**src/rtl/sb_ctrl_pkg.sv**
```systemverilog
// Shared types and default parameters for the switch-box
// configuration controller.
package sb_ctrl_pkg;

   localparam int NUM_TILES_DEF     = 16;
   localparam int ADDR_W_DEF        = 4;
   localparam int DATA_W_DEF        = 32;
   localparam int SETTLE_CYCLES_DEF = 2;

   typedef enum logic [2:0] {
      ST_IDLE,
      ST_ARMED,
      ST_WRITE,
      ST_SETTLE,
      ST_DONE
   } state_t;

endpackage

```
**src/rtl/sb_addr_decode.sv**
```systemverilog
// Tile address to one-hot write strobe, gated by an enable.
module sb_addr_decode #(
   parameter int NUM_TILES = 16,
   parameter int ADDR_W    = 4
) (
   input  logic [ADDR_W-1:0]    addr,
   input  logic                 en,
   output logic [NUM_TILES-1:0] onehot
);

   always_comb begin
      onehot = '0;
      for (int i = 0; i < NUM_TILES; i++) begin
         if (en && (addr == ADDR_W'(i))) begin
            onehot[i] = 1'b1;
         end
      end
   end

endmodule

```
**src/rtl/sb_config_ctrl.sv**
```systemverilog
// Session controller that streams configuration words onto a shared
// bus and strobes one switch box per committed word.
module sb_config_ctrl
   import sb_ctrl_pkg::*;
#(
   parameter int NUM_TILES     = NUM_TILES_DEF,
   parameter int ADDR_W        = ADDR_W_DEF,
   parameter int DATA_W        = DATA_W_DEF,
   parameter int SETTLE_CYCLES = SETTLE_CYCLES_DEF
) (
   input  logic                 clk,
   input  logic                 reset,
   input  logic                 start,
   input  logic                 abort,
   input  logic [15:0]          num_words,
   input  logic                 cfg_valid,
   output logic                 cfg_ready,
   input  logic [ADDR_W-1:0]    cfg_addr,
   input  logic [DATA_W-1:0]    cfg_data,
   output logic [DATA_W-1:0]    config_data,
   output logic [NUM_TILES-1:0] config_en,
   output logic                 busy,
   output logic                 done,
   output logic                 err,
   output logic [15:0]          words_written
);

   localparam logic [15:0] SETTLE_LAST =
      16'((SETTLE_CYCLES > 0) ? SETTLE_CYCLES - 1 : 0);

   state_t              state;
   state_t              state_nx;
   logic [15:0]         num_q;
   logic [ADDR_W-1:0]   addr_q;
   logic [15:0]         settle_cnt;
   logic [15:0]         ww_inc;
   logic                hs;
   logic                in_range;
   logic                idle_like;
   logic                settle_last;

   assign hs          = cfg_valid & cfg_ready;
   assign in_range    = 32'(cfg_addr) < NUM_TILES;
   assign idle_like   = (state == ST_IDLE) || (state == ST_DONE);
   assign settle_last = settle_cnt == SETTLE_LAST;
   assign ww_inc      = (words_written == 16'hFFFF) ?
                        words_written : words_written + 16'd1;

   assign cfg_ready = state == ST_ARMED;
   assign done      = state == ST_DONE;
   assign busy      = (state == ST_ARMED) ||
                      (state == ST_WRITE) ||
                      (state == ST_SETTLE);

   always_ff @(posedge clk or negedge reset) begin
      if (!reset) begin
         state <= ST_IDLE;
      end else begin
         state <= state_nx;
      end
   end

   always_comb begin
      state_nx = state;
      if (abort) begin
         state_nx = ST_IDLE;
      end else begin
         unique case (state)
            ST_IDLE, ST_DONE: begin
               if (start) begin
                  state_nx = (num_words == 16'd0) ? ST_DONE : ST_ARMED;
               end
            end
            ST_ARMED: begin
               if (hs && in_range) begin
                  state_nx = ST_WRITE;
               end
            end
            ST_WRITE: begin
               // With no settle period the completion test uses the
               // count as it will be after this write commits.
               if (SETTLE_CYCLES == 0) begin
                  state_nx = (ww_inc == num_q) ? ST_DONE : ST_ARMED;
               end else begin
                  state_nx = ST_SETTLE;
               end
            end
            ST_SETTLE: begin
               if (settle_last) begin
                  state_nx = (words_written == num_q) ? ST_DONE : ST_ARMED;
               end
            end
            default: state_nx = ST_IDLE;
         endcase
      end
   end

   always_ff @(posedge clk or negedge reset) begin
      if (!reset) begin
         num_q         <= '0;
         addr_q        <= '0;
         config_data   <= '0;
         words_written <= '0;
         err           <= 1'b0;
         settle_cnt    <= '0;
      end else begin
         if (!abort && idle_like && start) begin
            num_q         <= num_words;
            words_written <= '0;
            err           <= 1'b0;
         end
         if (!abort && (state == ST_ARMED) && hs) begin
            if (in_range) begin
               config_data <= cfg_data;
               addr_q      <= cfg_addr;
            end else begin
               err <= 1'b1;
            end
         end
         if (!abort && (state == ST_WRITE)) begin
            words_written <= ww_inc;
         end
         if (state == ST_WRITE) begin
            settle_cnt <= '0;
         end else if (state == ST_SETTLE) begin
            settle_cnt <= settle_cnt + 16'd1;
         end
      end
   end

   sb_addr_decode #(
      .NUM_TILES (NUM_TILES),
      .ADDR_W    (ADDR_W)
   ) u_addr_decode (
      .addr   (addr_q),
      .en     (state == ST_WRITE),
      .onehot (config_en)
   );

endmodule

```
**config.mk**
```make
export PLATFORM = sky130hd
export DESIGN_NAME = sb_config_ctrl
export DESIGN_NICKNAME = d
export VERILOG_FILES = /design/src/rtl/sb_ctrl_pkg.sv /design/src/rtl/sb_addr_decode.sv /design/src/rtl/sb_config_ctrl.sv
export SDC_FILE = /design/constraint.sdc
export NUM_CORES = 1
export LEC_CHECK = 0
export CAP_MARGIN = 20
export CORE_MARGIN = 4
export CORE_UTILIZATION = 25
export DETAILED_ROUTE_END_ITERATION = 7
export GPL_TIMING_DRIVEN = 0
export HOLD_SLACK_MARGIN = 0.03
export PLACE_DENSITY_LB_ADDON = 0.3
export SLEW_MARGIN = 20
export SYNTH_ARGS = -nofsm -noshare
export SYNTH_HDL_FRONTEND = slang
export SYNTH_SLANG_ARGS = --single-unit
```
**constraint.sdc**
```tcl
create_clock -name clk -period 2.9 [get_ports clk]
set_input_delay 0.435 -clock clk [delete_from_list [all_inputs] [get_ports clk]]
set_output_delay 0.435 -clock clk [all_outputs]
set_load 0.02 [all_outputs]
```
==> results of run 1 <==
[cell type report]
class,count,area [sq um]
Multi-Input combinational cell,310,2020
Sequential cell,87,2180
Tap cell,220,275
Timing Repair Buffer,124,1280
Clock buffer,11,243
Buffer,19,104
Inverter,2,7.51
Clock inverter,5,66.3
Fill cell,1676,10500
[routing by layer]
metal	GRT usage	vias up	wire length [um]
li1	-	1767	-
met1	0.166	1737	5470
met2	0.184	109	5290
met3	0.0283	11	581
met4	0.0433	0	181
met5	0	-	0
[sequential cells by signal (all words and copies together) (netlist names)]
| signal | flops |
|---|---|
| words_written | 16 |
| config_data | 32 |
| settle_cnt | 16 |
| num_q | 16 |
| addr_q | 4 |
| state | 3 |
[through the flow]
step                      TNS (ns)  total power, mW   util  setup slack, ns
final                            0             4.93  0.370            0.156
after global routing             0             5.25  0.370           0.0819
after CTS                        0             5.01  0.368          0.00309
after detailed placement   -0.0821             3.78  0.349          -0.0821
after global placement     -163.34             3.73  0.347            -1.89
after floorplan                  0             2.90      -            0.715
[worst max-delay path, cell delays in order, from the launching register on]
cell and delay (ns):
dfrtp_1 0.37, buf_6 0.13, nand2b_1 0.19, or4_1 0.51, nor2_1 0.13, clkdlybuf4s50_1 0.63
[synth_stat cells, types with 4 or more instances]
cell type / n
mux2_2: 8
clkbuf_1: 9
nand3b_1: 7
nor2_1: 29
a21oi_1: 4
mux2_1: 31
nor4_1: 11
nand3_1: 24
dfrtp_1: 87
nor3_1: 10
xnor2_1: 19
nand4_1: 10
buf_2: 8
mux2i_1: 6
o31ai_1: 6
and4_1: 4
and3_1: 6
o21ai_0: 8
nand2_1: 78
[power groups by stage]
| stage | combinational, mW | clock [mW] | sequential [mW] |
|---|---|---|---|
| after CTS | 1.86 | 1.24 | 1.91 |
| final | 1.83 | 1.19 | 1.90 |
| after global placement | 1.85 | 0 | 1.88 |
| after floorplan | 0.757 | 0 | 2.14 |
| after global routing | 1.99 | 1.30 | 1.96 |
| after detailed placement | 1.88 | 0 | 1.90 |
[logic make-up (layout without fill, tap and decap cells)]
logic type | after synthesis | count (layout) | synth area share
buf+inv | 22 | 161 | 0.0259
flops | 87 | 87 | 0.507
fa+ha+maj | 3 | 3 | 0.00874
simple gates | 204 | 204 | 0.240
xor+xnor | 19 | 19 | 0.0387
compound gates | 38 | 38 | 0.0626
other cells | 1 | 1 | 0.000873
mux | 45 | 45 | 0.116
[cell usage in the layout (no fill, tap or decap), drive strengths merged, types with 8 or more instances in the layout]
cell	count
nor4	11
nand4	11
clkbuf	17
nand3	24
o21ai	8
nor2	29
dlymetal6s2s	10
nor3	11
dfrtp	87
nand2	78
mux2	39
buf	15
xnor2	19
clkdlybuf4s50	108
[worst min-delay path by stage]
stage | startpoint | end | slack (ns) | cells past startpoint
after global routing | reset | num_q[4]$_DFFE_PN0P_ | 0.11 | 1
after CTS | reset | num_q[3]$_DFFE_PN0P_ | 0.1 | 1
after detailed placement | reset | num_q[3]$_DFFE_PN0P_ | 0.47 | 1
after global placement | config_data[2]$_DFFE_PN0P_ | config_data[2]$_DFFE_PN0P_ | 0.47 | 1
final | reset | num_q[4]$_DFFE_PN0P_ | 0.08 | 1
after floorplan | reset | addr_q[0]$_DFFE_PN0P_ | 0.14 | 0
[what timing repair did]
| item | in CTS | in global routing |
|---|---|---|
| endpoints found under the setup margin | 14 | 10 |
| gates resized for setup | 10 | 12 |
| hold buffers | 0 | 0 |
| endpoints found under the hold margin | 0 | 0 |
==> metrics.yaml, run 1 <==
status: "finished clean"
slew_headroom: 0.544
clock-sinks: 87
place_area_sq_um: 5830
antenna_cells: 0
initial_core_util: 0.257
grt.total_usage: 0.120
hp-class: "primary input to async pin"
die_y_um: 139
worst_pin_slew_ns: 0.678
p_seq_frac: 0.386
synth_edf_count: 0
finalSetupViolations: 0
grt_pass1_wl_mm: 19.0
final_area_sq_um: 6170
cp_max_fo: 8
crit_type: "flop to output pin"
rr_startpoint: "words_written[0]$_DFFE_PN0P_"
max_freq_mhz: 364
swShare: 0.346
yosysSeqAreaShare: 0.507
critPathCaptureType: "output pin"
comb_power_share: 0.372
yosys.area.top_type: "dfrtp_1"
whs_ns: 0.0761
fin_cells: 778
drc: 0
max-cap-violations: 0
crit_start: "state[2]$_DFFE_PN0P_"
synth_warnings: 0
first_pass_iters: 4
grt_overflow: 0
drt_iter0_markers: 151
cp_data_arrival_time_ns: 2.31
syn_to_final_growth_pct: 43.7
synth.distinct_cells: 49
peakVddDrop_mv: 0.381
avgSynthCellArea_sq_um: 10.3
vias_per_cell: 4.66
grt_max_degree: 47
clk_path_buf_depth: 2
synth_seq_cells: 87
syn-instance-count: 419
regToRegSetupSlack_ns: 0.55
drive_gt1_frac: 0.0878
drv_slew: 0
cts_tree: "done"
syn-num-nets: 479
numPortBuffers: 123
ioPinCount: 125
netlist_area_sq_um: 4300
num_rows: 47
cts_setup_buffers: 0
final.period_utilization: 0.946
synth.top_cell.area_share: 0.507
rr_worst_depth: 8
cts_root_buf: "clkbuf_16"
rsz0062_at_grt: "no"
antenna_found_initial: 0
totalWireLength_mm: 11.5
start_kind: "flop"
cts_inserted_buffers: 9
hold_viol: 0
endpoint: "config_en[8]"
dp_cells: 763
dp_hpwl_mm: 8.74
ant_nets: 0
coreArea_sq_um: 16700
grt_pass1_vias: 3551
die_w_um: 139
fin_skew_ns: 0.00849
synth_ff_type: "dfrtp_1"
clock_latency_ns: 0.34
nets: 613
die-area_sq_um: 19300
reg2reg_to: "words_written[11]$_DFFE_PN0P_"
gp_congestion: 0.816
vias: 3624
crit_required_ns: 2.47
clock_power_share: 0.242
synthArstFlopShare: 1.00
p_int_mw: 3.22
power.switching_mw: 1.71
leakage_nw: 2.76
clk_pin_slew_ns: 0.07
htreeDepth: 3
powerDensity_nw_per_um2: 798
synthTopCellsByArea: "dfrtp_1 51%, mux2_1 8.1%, nand2_1 6.8%, xnor2_1 3.9%, nand3_1 2.8%"
fin_crit_ns: 2.74
avgRoutedWirePerCell_um: 14.8
(Power assumes the default switching activity.)
==> run 2, diff against run 1 <==
Settings changed: CTS_CLUSTER_SIZE set to 8.
==> results of run 2 <==
Final layout, timing and power as in run 1 (identical DEF).
==> run 3, diff against run 2 <==
Settings changed: ABC_AREA set to 1, DONT_BUFFER_PORTS set to 1.
==> run 3 against run 2 <==
Net effect: first-iteration DRC count grew 9.9%; fmax grew 6.8%; via count down 0.22%; non-clock buffer count is 130 lower; critical path depth grew 3; critical endpoint is now config_en[4]; largest cell class is now multi-input gates.
==> metrics.yaml, run 3 <==
status: "finished clean"
slowest_stage: "dfrtp_1"
powerDensity_nw_per_um2: 876  # +9.7%
clock-sinks: 87  # unchanged
synth_most_common_cell: "nand2_1"
yosys.area.top_type: "dfrtp_1"
critPathMaxStageDelay_ns: 0.40  # -0.23 ns
antenna_found_initial: 0  # unchanged
avgSynthCellArea_sq_um: 8.52  # -17%
start_kind: "flop"
coreArea_sq_um: 18600  # +12%
nFillCells: 1995  # +19%
clk_path_buf_depth: 2  # unchanged
hp-class: "primary input to flop"
min-delay-start: "num_words[13]"
clock_latency_ns: 0.35  # about the same
cts_inserted_buffers: 9  # unchanged
synthTopCellsByArea: "dfrtp_1 46%, nand2_1 11%, mux2_4 10%, nor2_1 6.3%, inv_1 4.5%"
synthArstFlopShare: 1.00  # unchanged
largest_reg_flops: 32  # unchanged
cts_setup_buffers: 0  # unchanged
synth_ff_type: "dfrtp_1"
drive_gt1_frac: 0.152  # +0.0643
gp_congestion: 0.765  # -6.2%
hold_viol: 0  # unchanged
crit_path_frequent_cell: "inv_1"
synth_common_cells: "143 x nand2_1, 87 x dfrtp_1, 79 x nor2_1"
drc: 0  # unchanged
syn_to_final_growth_pct: 12.7
htreeDepth: 3  # unchanged
max-cap-violations: 0  # unchanged
multi_input_area_sq_um: 2230  # +10%
fin_skew_ns: 0.0102  # +0.00175 ns
fin_crit_ns: 2.57  # -0.175 ns
syn-instance-count: 555  # +32%
cts_hold_buf: 2  # +2
num_rows: 50  # +6.4%
numPortBuffers: 0  # -100%
seq_area_sq_um: 2180  # about the same
max_freq_mhz: 389  # +6.8%
layout_commonest_cell: "nand2_1"
mostFrequentLayoutCells: "143 x nand2_1, 87 x dfrtp_1, 79 x nor2_1"
die_y_um: 146  # +4.7%
slew_headroom: 0.661  # +0.117
peakVddDrop_mv: 0.236  # -38%
crit_chain: "inv_1, nand2_2, inv_4, nand2_4, inv_1, buf_2, nand3_1, nor2_1"
totalWireLength_mm: 12.1  # +5.2%
drt_iter0_markers: 166  # +9.9%
cts_tree: "done"
clk_pin_slew_ns: 0.07  # about the same
crit_start: "state[2]$_DFFE_PN0P_"
crit_type: "flop to output pin"
leakage_nw: 2.45  # -11%
ioPinCount: 125  # unchanged
nets: 628  # +2.4%
ant_nets: 0  # unchanged
dp_hpwl_mm: 9.07  # +3.8%
vias_per_cell: 4.49  # -3.7%
rsz0062_at_grt: "no"
grt_pass1_vias: 3565  # +0.39%
grt_overflow: 0  # unchanged
largest_register: "config_data"
synth_seq_cells: 87  # unchanged
critPathCaptureType: "output pin"
drv_slew: 0  # unchanged
netlist_area_sq_um: 4730  # +10%
synth.distinct_cells: 37  # -24%
cts_root_buf: "clkbuf_16"
finalSetupViolations: 0  # unchanged
die-area_sq_um: 21200  # +9.5%
post_cts_resized: 0  # -10
syn-num-nets: 615  # +28%
cp_max_fo: 10  # +2
rr_startpoint: "words_written[0]$_DFFE_PN0P_"
synth_edf_count: 0  # unchanged
crit_required_ns: 2.47  # about the same
worst_pin_slew_ns: 0.509  # -0.169 ns
antenna_cells: 0  # unchanged
final.period_utilization: 0.886  # -0.0605
first_pass_iters: 4  # unchanged
die_w_um: 146  # +4.7%
grt_pass1_wl_mm: 19.8  # +4.3%
cp_data_arrival_time_ns: 2.13  # -0.18 ns
yosysSeqAreaShare: 0.460  # -0.0466
grt.total_usage: 0.117  # -0.00305
avgRoutedWirePerCell_um: 15.0  # +1.6%
vias: 3616  # -0.22%
synth.top_cell.area_share: 0.460  # -0.0466
fin_setup_tns_ns: 0  # unchanged
final_core_util: 0.286  # -0.0835
synth_warnings: 0  # unchanged
initial_core_util: 0.254  # -0.00343
grt_max_degree: 88  # +87%
==> run 3: cell types whose count changed in the layout (fill, tap and decap cells not counted), sizes merged, moves of 8 or more <==
cell,before,now
nor4,11,1
o21ai,8,36
inv,3,65
nand2,78,150
xor2,0,8
dlymetal6s2s,10,0
nor2,29,83
clkdlybuf4s50,108,0
xnor2,19,2
==> run 3: logic make-up after synthesis <==
kind of cell	after synthesis	synth area share
xor gates and xnor gates	10	0.0185
other	1	0.000793
adders and majority gates	3	0.00794
AOI/OAI and AO/OA	56	0.0725
muxes	32	0.102
DFF	87	0.460
buffers and inverters	75	0.0685
and+or+nand+nor	291	0.270
==> run 3: worst max-delay path, delay by kind of cell (launching register included) <==
| kind | cells | cell delay (ns) |
|---|---|---|
| buf+inv | 4 | 0.57 |
| flops | 1 | 0.40 |
| simple gates | 4 | 0.80 |
==> run 3: per-layer routing <==
metal | vias to the layer above | part of all wire | global-route usage
met3 | 19 | 0.076 | 0.0476
met1 | 1706 | 0.45 | 0.146
met4 | 0 | 0.018 | 0.0404
li1 | 1811 | - | -
met2 | 80 | 0.46 | 0.184
met5 | - | 0 | 0
==> run 3: where the power goes <==
| part | switching (mW) | leakage, nW | total (mW) | internal, mW |
|---|---|---|---|---|
| logic | 0.765 | 1.21 | 1.38 | 0.615 |
| clock network | 0.513 | 0.132 | 1.10 | 0.582 |
| registers | 0.592 | 1.11 | 2.20 | 1.60 |
| total | 1.87 | 2.45 | 4.67 | 2.80 |
==> run 3: final cells by class <==
type,instances,area share
Sequential cell,87,0.408
Timing Repair Buffer,2,0.00704
Tap cell,234,0.0549
Buffer,11,0.0152
Clock inverter,6,0.00891
Clock buffer,9,0.0422
Inverter,64,0.0455
Multi-Input combinational cell,393,0.418
==> run 3: path summary, 6_finish.rpt <==
| kind | to | slack, ns | cells after the start |
|---|---|---|---|
| worst max-delay path | config_en[4] | 0.33 | 8 |
| worst min-delay path | num_q[13]$_DFFE_PN0P_ | 0.21 | 2 |
| worst max register to register | words_written[11]$_DFFE_PN0P_ | 0.79 | 9 |
| worst min register to register | state[2]$_DFFE_PN0P_ | 0.53 | 2 |
| max in group asynchronous | config_data[12]$_DFFE_PN0P_ | 1.89 | 2 |
| min in group asynchronous | settle_cnt[2]$_DFFE_PN0N_ | 0.64 | 2 |
==> run 3: through the flow <==
step	total power, mW	setup slack, ns	std cells	instance area [sq um]	hold slack, ns
global route	5.01	0.167	806	5330	0.205
floorplan	3.26	1.02	555	4730	0.139
global placement	3.56	0.705	789	5020	0.146
CTS	4.73	0.302	806	5330	0.199
finish	4.67	0.331	806	5330	0.208
detailed placement	3.58	0.706	789	5020	0.145
